`src/rtl/ustawienie_pola.sv`:
```
// Bit-field set/clear/toggle/popcount unit: walks a field of i_arg_A one bit per clock
// under a start/busy/done handshake, flagging illegal index/length with o_error.
module ustawienie_pola #(
  parameter int BITS = 32
) (
  input  logic            i_clk,
  input  logic            i_rst_n,
  input  logic            i_start,
  input  logic [1:0]      i_mode,
  input  logic [BITS-1:0] i_arg_A,
  input  logic [BITS-1:0] i_arg_B,
  input  logic [BITS-1:0] i_arg_C,
  output logic [BITS-1:0] o_result,
  output logic            o_error,
  output logic            o_busy,
  output logic            o_done
);
  localparam int IDXW = $clog2(BITS) + 1;
  localparam logic [BITS:0] LIM = (BITS+1)'(BITS);

  typedef enum logic [1:0] {IDLE, BUSY, DONE} state_t;

  state_t            state;
  logic [1:0]        mode;
  logic [BITS-1:0]   work;
  logic [IDXW-1:0]   idx;
  logic [IDXW-1:0]   cnt;
  logic [IDXW-1:0]   ones;

  logic [BITS-1:0]   bit_mask;
  logic              cur_bit;
  logic [BITS-1:0]   work_nx;
  logic [IDXW-1:0]   ones_nx;

  logic              b_neg, c_neg;
  logic [BITS:0]     b_ext, c_ext, sum;
  logic              arg_err;

  always_comb begin
    bit_mask = {{(BITS-1){1'b0}}, 1'b1} << idx;
    cur_bit  = |(work & bit_mask);
    work_nx  = work;
    case (mode)
      2'b00:   work_nx = work | bit_mask;
      2'b01:   work_nx = work & ~bit_mask;
      2'b10:   work_nx = work ^ bit_mask;
      default: work_nx = work;
    endcase
    ones_nx = ones + {{(IDXW-1){1'b0}}, cur_bit};
  end

  // Sum is only meaningful once both operands are known non-negative; BITS+1 bits avoid wrap.
  always_comb begin
    b_neg   = i_arg_B[BITS-1];
    c_neg   = i_arg_C[BITS-1];
    b_ext   = {1'b0, i_arg_B};
    c_ext   = {1'b0, i_arg_C};
    sum     = b_ext + c_ext;
    arg_err = b_neg || c_neg || (i_arg_C == '0) || (b_ext >= LIM) ||
              (!b_neg && !c_neg && (sum > LIM));
  end

  always_ff @(posedge i_clk or negedge i_rst_n) begin
    if (!i_rst_n) begin
      state    <= IDLE;
      mode     <= '0;
      work     <= '0;
      idx      <= '0;
      cnt      <= '0;
      ones     <= '0;
      o_result <= '0;
      o_error  <= 1'b0;
      o_busy   <= 1'b0;
      o_done   <= 1'b0;
    end else begin
      case (state)
        IDLE: begin
          o_done <= 1'b0;
          if (i_start) begin
            mode <= i_mode;
            if (arg_err) begin
              state    <= DONE;
              o_result <= '0;
              o_error  <= 1'b1;
              o_done   <= 1'b1;
            end else begin
              state  <= BUSY;
              work   <= i_arg_A;
              idx    <= i_arg_B[IDXW-1:0];
              cnt    <= i_arg_C[IDXW-1:0];
              ones   <= '0;
              o_busy <= 1'b1;
            end
          end
        end
        BUSY: begin
          work <= work_nx;
          ones <= ones_nx;
          cnt  <= cnt - IDXW'(1);
          if (cnt == IDXW'(1)) begin
            // Last bit: publish the result that includes this clock's update.
            state    <= DONE;
            o_busy   <= 1'b0;
            o_done   <= 1'b1;
            o_error  <= 1'b0;
            o_result <= (mode == 2'b11) ? {{(BITS-IDXW){1'b0}}, ones_nx} : work_nx;
          end else begin
            idx <= idx + IDXW'(1);
          end
        end
        DONE: begin
          o_done <= 1'b0;
          state  <= IDLE;
        end
        default: state <= IDLE;
      endcase
    end
  end
endmodule

```
`config.mk`:
```
export PLATFORM = sky130hd
export DESIGN_NAME = ustawienie_pola
export DESIGN_NICKNAME = d
export VERILOG_FILES = /design/src/rtl/ustawienie_pola.sv
export SDC_FILE = /design/constraint.sdc
export NUM_CORES = 1
export LEC_CHECK = 0
export ABC_AREA = 1
export BUFFER_PORTS_ARGS = -buffer_cell sky130_fd_sc_hd__clkbuf_2
export CELL_PAD_IN_SITES_DETAIL_PLACEMENT = 0
export CELL_PAD_IN_SITES_GLOBAL_PLACEMENT = 1
export CORE_ASPECT_RATIO = 1.1
export CORE_MARGIN = 2
export CORE_UTILIZATION = 45
export CTS_CLUSTER_DIAMETER = 150
export DETAILED_ROUTE_END_ITERATION = 10
export PLACE_DENSITY_LB_ADDON = 0.1
export SLEW_MARGIN = 40
export SYNTH_ARGS = -nofsm -noshare
export SYNTH_HDL_FRONTEND = slang
export SYNTH_SLANG_ARGS = --single-unit
```
`constraint.sdc`:
```
create_clock -name i_clk -period 4.58 [get_ports i_clk]
set_input_delay 0.687 -clock i_clk [delete_from_list [all_inputs] [get_ports i_clk]]
set_output_delay 0.687 -clock i_clk [all_outputs]
set_load 0.05 [all_outputs]
```
### Word level (Yosys, flattened, before mapping)

Cells that the tools add are included.
Widths: inputs -> output; s select.

* order comparisons: 2
* $add $sub $neg: 4
* div/mod/pow operators: 0
* eq/ne operators: 11
* muxes and demuxes: 34
* reduce and logical (&&, ||, !) cells: 21
* shifts and indexed selects: 1
* multiply operators: 0
* bitwise gates (word level): 5

Operators with widths (number)
* $mux 32: 6
* $pmux 32 s2: 2
* $pmux 32 s3: 1
* $and 32x32->32: 2
* $mux 6: 7
* $pmux 6 s2: 3
* $add 32x32->33: 1
* $gt 33x6->1 const B: 1
* $ge 32x6->1 const B: 1
* $logic_not 32->1: 1
* $not 32->32: 1
* $or 32x32->32: 1
* $reduce_or 32->1: 1
* $shl 1x6->32 const A: 1
* $xor 32x32->32: 1
* $reduce_and 4->1: 3
* $ne 2x2->1 const B: 5
* $mux 1: 8
* $add 6x1->6: 1
* $add 6x1->6 const B: 1
* $eq 2x2->1 const B: 3
* $eq 6x1->1 const B: 1
* $mux 2: 3
* $reduce_and 2->1: 3
* other kinds (12): 20

* bits in registers: 89
* bits in latches: 0
* RAM bits: 0
* ROM bits: 0
* memories: 0
* output and inout port bits: 35

### Depth between registers and ports, before layout

* depth in word-level cells: 7
* mapped depth: 23
* gate-level depth less buffers: 21

### Least setup slack after synthesis

Ideal clock, no wire load.

* kind: input port to flip-flop
* start: in i_arg_B[0]
* end: reg work[23]
* stages on the path: 20
* setup slack: 1.583 ns
* data arrival time: 2.880 ns
* buffers on the path: 1
* path through: ha_1 -> fa_1 -> nand2_1 -> nand2_1 -> nand3_1 -> nand2_1 -> nand2_1 -> nand2_1 -> xor2_1 -> inv_1 -> nand3_1 -> nor2_1 -> nand3_1 -> nor2_2 -> nand3_1 -> nand2_1 -> nand2_2 -> buf_2 -> nand2_1 -> nand2_1

* cells in the longest elaborated chain, start to end: 6
* elaborated cells on any way between the ends: 8
* those cells by class: add/sub (1); order compare (2); eq/ne (1); reduce/logical (4)

RTL lines
* from (decl): line 11 `input logic [BITS-1:0] i_arg_B,`
* $add 32x32->33: line 58 `sum = b_ext + c_ext;`
* $gt 33x6->1: line 60 `(!b_neg && !c_neg && (sum > LIM));`
* $logic_and 1x1->1: line 60
* $logic_or 1x1->1 *: line 59 `arg_err = b_neg || c_neg || (i_arg_C == '0) || (b_ext >= LIM) ||`
* $ne 2x2->1 (no source line) *
* $reduce_and 3->1 (no source line) *
* to (signal assigned): line 88 `work <= i_arg_A;`
* to (signal assigned): line 97 `work <= work_nx;`
* to (decl): line 25 `logic [BITS-1:0] work;`

Mark *: on every way between the ends. The rest lies on a longest branch, timed or not.
A chain may end at the register's enable or synchronous reset.

### Final worst setup path

* start: in i_arg_C[0]
* end: reg work[20]

* cells in the longest elaborated chain, start to end: 6
* elaborated cells on any way between the ends: 9
* those cells by class: add/sub (1); order compare (1); eq/ne (1); reduce/logical (6)

RTL lines
* from (decl): line 12 `input logic [BITS-1:0] i_arg_C,`
* $add 32x32->33 / $logic_not 32->1 (equally long branches): line 58, 59
* $gt 33x6->1 / $logic_or 1x1->1 (equally long branches): line 60, 59
* $logic_and 1x1->1 / $logic_or 1x1->1 (equally long branches): line 60, 59
* $logic_or 1x1->1 *: line 59
* $ne 2x2->1 (no source line) *
* $reduce_and 3->1 (no source line) *

Marks and branches as above.

==> key figures <==
Power and ir drop
  – Largest vdd supply drop: 0.2806 mV
  – Clk pwr share: 0.130
  – Comb pwr share: 0.622
  – Power Total: 6.029 mW
  – Reg power frac: 0.248
  – Switching Share: 0.5689
  – Cell-internal power: 2.599 mW
  – Power Density: ~520 mW/mm2
  – Leakage: about 6.6 nW
  – Switching pwr: 3.430 mW

Critical path
  – R2r startpoint: idx[0]
  – Reg-to-reg endpoint: o_result[5]
  – CP endpoint kind: register
  – R2R depth: 19
  – Critical Path AT: just under 4000 ps
  – Worst Path Max Fanout: 46
  – Worst Path Required: 4870 ps
  – CP startpoint kind: input port
  – R2R setup slack: 1080 ps
  – Kind of critical path: input port to register

Die
  – Die Y: 163.8 um
  – # IOs: 136
  – Die Wd: 149.3 um
  – Core Rows: 58
  – Core Footprint: 0.02286 mm2
  – Die area: 0.02445 mm2
  – Starting density of the core: 0.4569

Logic synthesis
  – Register bit total from synthesis: 89
  – Seq/Total Area, Yosys: 0.2133
  – Syn avg cell area: 6.187 um2
  – Number of synthesized flops with an enable pin: 0
  – Asr flop ratio synth: 1.000
  – Synthesized cell area: ~0.010 mm2
  – Syn Inst Count: 1,688
  – YS warnings: 0
  – Count of unique library cells instantiated by Yosys: 39
  – Top_reg_cell synth: dfrtp_1
  – Net count after synthesis: a little under 2,000

Global route
  – Global-route wire length before repair: roughly 54,000 um
  – Pin count of the biggest net entering global routing: between 60 and 70
  – Total grt overflow: 0
  – Vias in the first global route: approximately 10,000
  – Initial antenna violation count: 0
  – GRT Total Usage: 0.2757

Final layout
  – Ratio of cells with drive above 1 in the final layout: 0.1076
  – Finished Layout Cells: 2,084
  – Layout net count: 2,023
  – Antenna cells: 0
  – Fill cell total of the finished layout: between 2,000 and 2,500
  – Area delta synth->final: 11.20%

Place
  – IO Port Bufs: between 100 and 150
  – Gpl congestion: 0.9606
  – Hpwl dp: between 20,000 and 30,000 um
  – Placed cell count: 2,068

STA
  – Final setup fails: 0
  – Fmax achieved: 0.2799 GHz
  – Setup TNS: 0 ps
  – Post-route minimum period: between 3000 and 4000 ps
  – Final Hold Violating Endpoints: 0
  – Tcrit/Tclk final: 0.7802
  – Worst clock skew: 14.51 ps
  – Max_slew headroom: 0.4360
  – Slew Limit Fails: 0
  – Worst-margin pin slew: 845.1 ps
  – RSZ-0062 raised after global routing: false

CTS
  – Resized Gates After CTS: 0
  – CTS root buf: clkbuf_16
  – CTS tree: built
  – Post-CTS Repair Setup Buffers: 0
  – CTS max path bufs: 2
  – Clock net sink count: 89
  – TritonCTS buffer count: 9
  – Clock insertion delay at the later pin of the skew report: 350 ps
  – Cts hold-fix bufs: 0
  – H-Tree Depth: 3
  – Clock Pin Slew Worst Setup and Hold Paths: 70 ps

Route
  – Routed Antenna Nets: 0
  – Starting DRT DRC Count: roughly 530
  – DRT Wirelength: around 33,000 um
  – Vias per cell: 5.286
  – DRC errors left: 0
  – First-pass DRT Iterations: 5
  – Routed len/inst: 15.87 um
  – Via count: 11,020

Status
  – Status: complete, no violations

Min path
  – Worst min path class: input port to asynchronous set/reset pin

Job
  – Max capacitance violation total: 0
-- worst max-delay path: stages --
cell and delay, ps:
clkbuf_2 110, ha_1 270, fa_1 470, nand2_1 100
nand2_1 80, nand3_1 100, nand2_1 100, nand2_1 80
nand2_1 160, nand2_1 140, nand2_1 50, nand2_1 50
nand2_1 90, a21oi_1 130, nand3_1 110, nor2_2 150
nand3_1 80, nand2_1 100, buf_4 490, nand3_1 150
nand2_1 100
-- layout by cell type, fill, tap and decap left out, drive strengths merged, types with 2 or more instances in the layout --
master and count:
nor2 177, o21bai 5, clkinv 3, ha 142
xor2 10, nand4 62, buf 14, xnor2 5
nor4 11, nand3b 4, inv 250, a21oi 32
nand3 149, o311ai 32, o21ai 89, clkbuf 144
dfrtp 89, or2 4, nand2 533, nor3 19
a21o 2
-- how the worst max path moves through the flow --
stage,start,endpoint,slack (ps)
2_1_floorplan,i_arg_B[0],work[23],1580
3_3_place_gp,i_arg_C[0],work[11],740
3_5_place_dp,i_arg_C[0],work[26],670
4_1_cts,i_arg_C[0],work[2],1040
5_1_grt,i_arg_C[0],ones[0],730
6_report,i_arg_C[0],work[20],1010
-- synth_stat cells, types with 2 or more instances --
cell type / count / share of area
buf_6: 5 / 0.0054
nand3b_1: 4 / 0.0029
a21o_1: 2 / 0.0014
nor3_1: 17 / 0.0081
inv_1: 237 / 0.085
inv_2: 10 / 0.0036
nor2_1: 173 / 0.062
o21ai_1: 3 / 0.0014
xnor2_1: 5 / 0.0042
nor2_2: 4 / 0.0024
o21bai_1: 5 / 0.0036
o21ai_0: 86 / 0.041
xor2_1: 10 / 0.0084
clkbuf_1: 49 / 0.018
nor4_1: 11 / 0.0066
nand2_2: 2 / 0.0012
buf_2: 6 / 0.0029
nand4_1: 62 / 0.037
nand3_1: 146 / 0.070
o311ai_0: 32 / 0.027
ha_1: 142 / 0.17
a21oi_1: 32 / 0.015
nand2_1: 531 / 0.19
dfrtp_1: 89 / 0.21
nand3_2: 3 / 0.0029
or2_2: 3 / 0.0018
buf_4: 2 / 0.0014
buf_1: 6 / 0.0022
-- state kept, by name (all words and copies together), names as in the netlist --
register / count
idx: 6
work: 32
o_result: 32
mode: 2
state: 2
o_error: 1
ones: 6
o_done: 1
cnt: 6
o_busy: 1
-- power groups by stage --
stage               combinational, mW  sequential, mW  clock [mW]
finish                           3.75            1.49       0.786
global placement                 3.67            1.49           0
global route                     4.24            1.55       0.833
floorplan                        2.44            1.75           0
detailed placement               3.74            1.50           0
CTS                              3.76            1.49       0.799
-- stage by stage --
stage | cell area (um2) | setup WS [ps] | utilization | hold slack [ps]
6_report | 11610 | 1007 | 0.5080 | 303.8
5_1_grt | 11610 | 732.8 | 0.5080 | 337.5
4_1_cts | 11610 | 1035 | 0.5078 | 442.2
3_5_place_dp | 11310 | 669.7 | 0.4946 | 458.2
3_3_place_gp | 11310 | 737.9 | 0.4946 | 454.1
2_1_floorplan | 10440 | 1583 | - | 391.4
-- logic make-up after synthesis --
logic type                 synth area share
buffers and inverters                0.1186
adders and majority gates            0.1720
xor gates and xnor gates            0.01258
muxes                              0.001078
DFF                                  0.2133
AOI/OAI and AO/OA                   0.09129
and+or+nand+nor                      0.3912
-- final cells by class --
class                   instances  area (um2)  share of cell area
inverters                     248       930.9             0.08016
flip-flops and latches         89        2228              0.1919
clock buffers                  10       229.0             0.01972
repair buffers                148       792.0             0.06820
well taps                     300       375.4             0.03232
clock inverters                 6       72.57            0.006249
multi-input cells            1283        6985              0.6015
-- layer usage --
metal	up-vias	GRT usage	routed length [um]
li1	5622	-	-
met3	82	0.02528	1139
met1	5027	0.3254	13570
met5	-	0	0
met4	0	0.1394	1716
met2	284	0.4977	16640
Note: power is estimated with default switching activity, not from simulation.
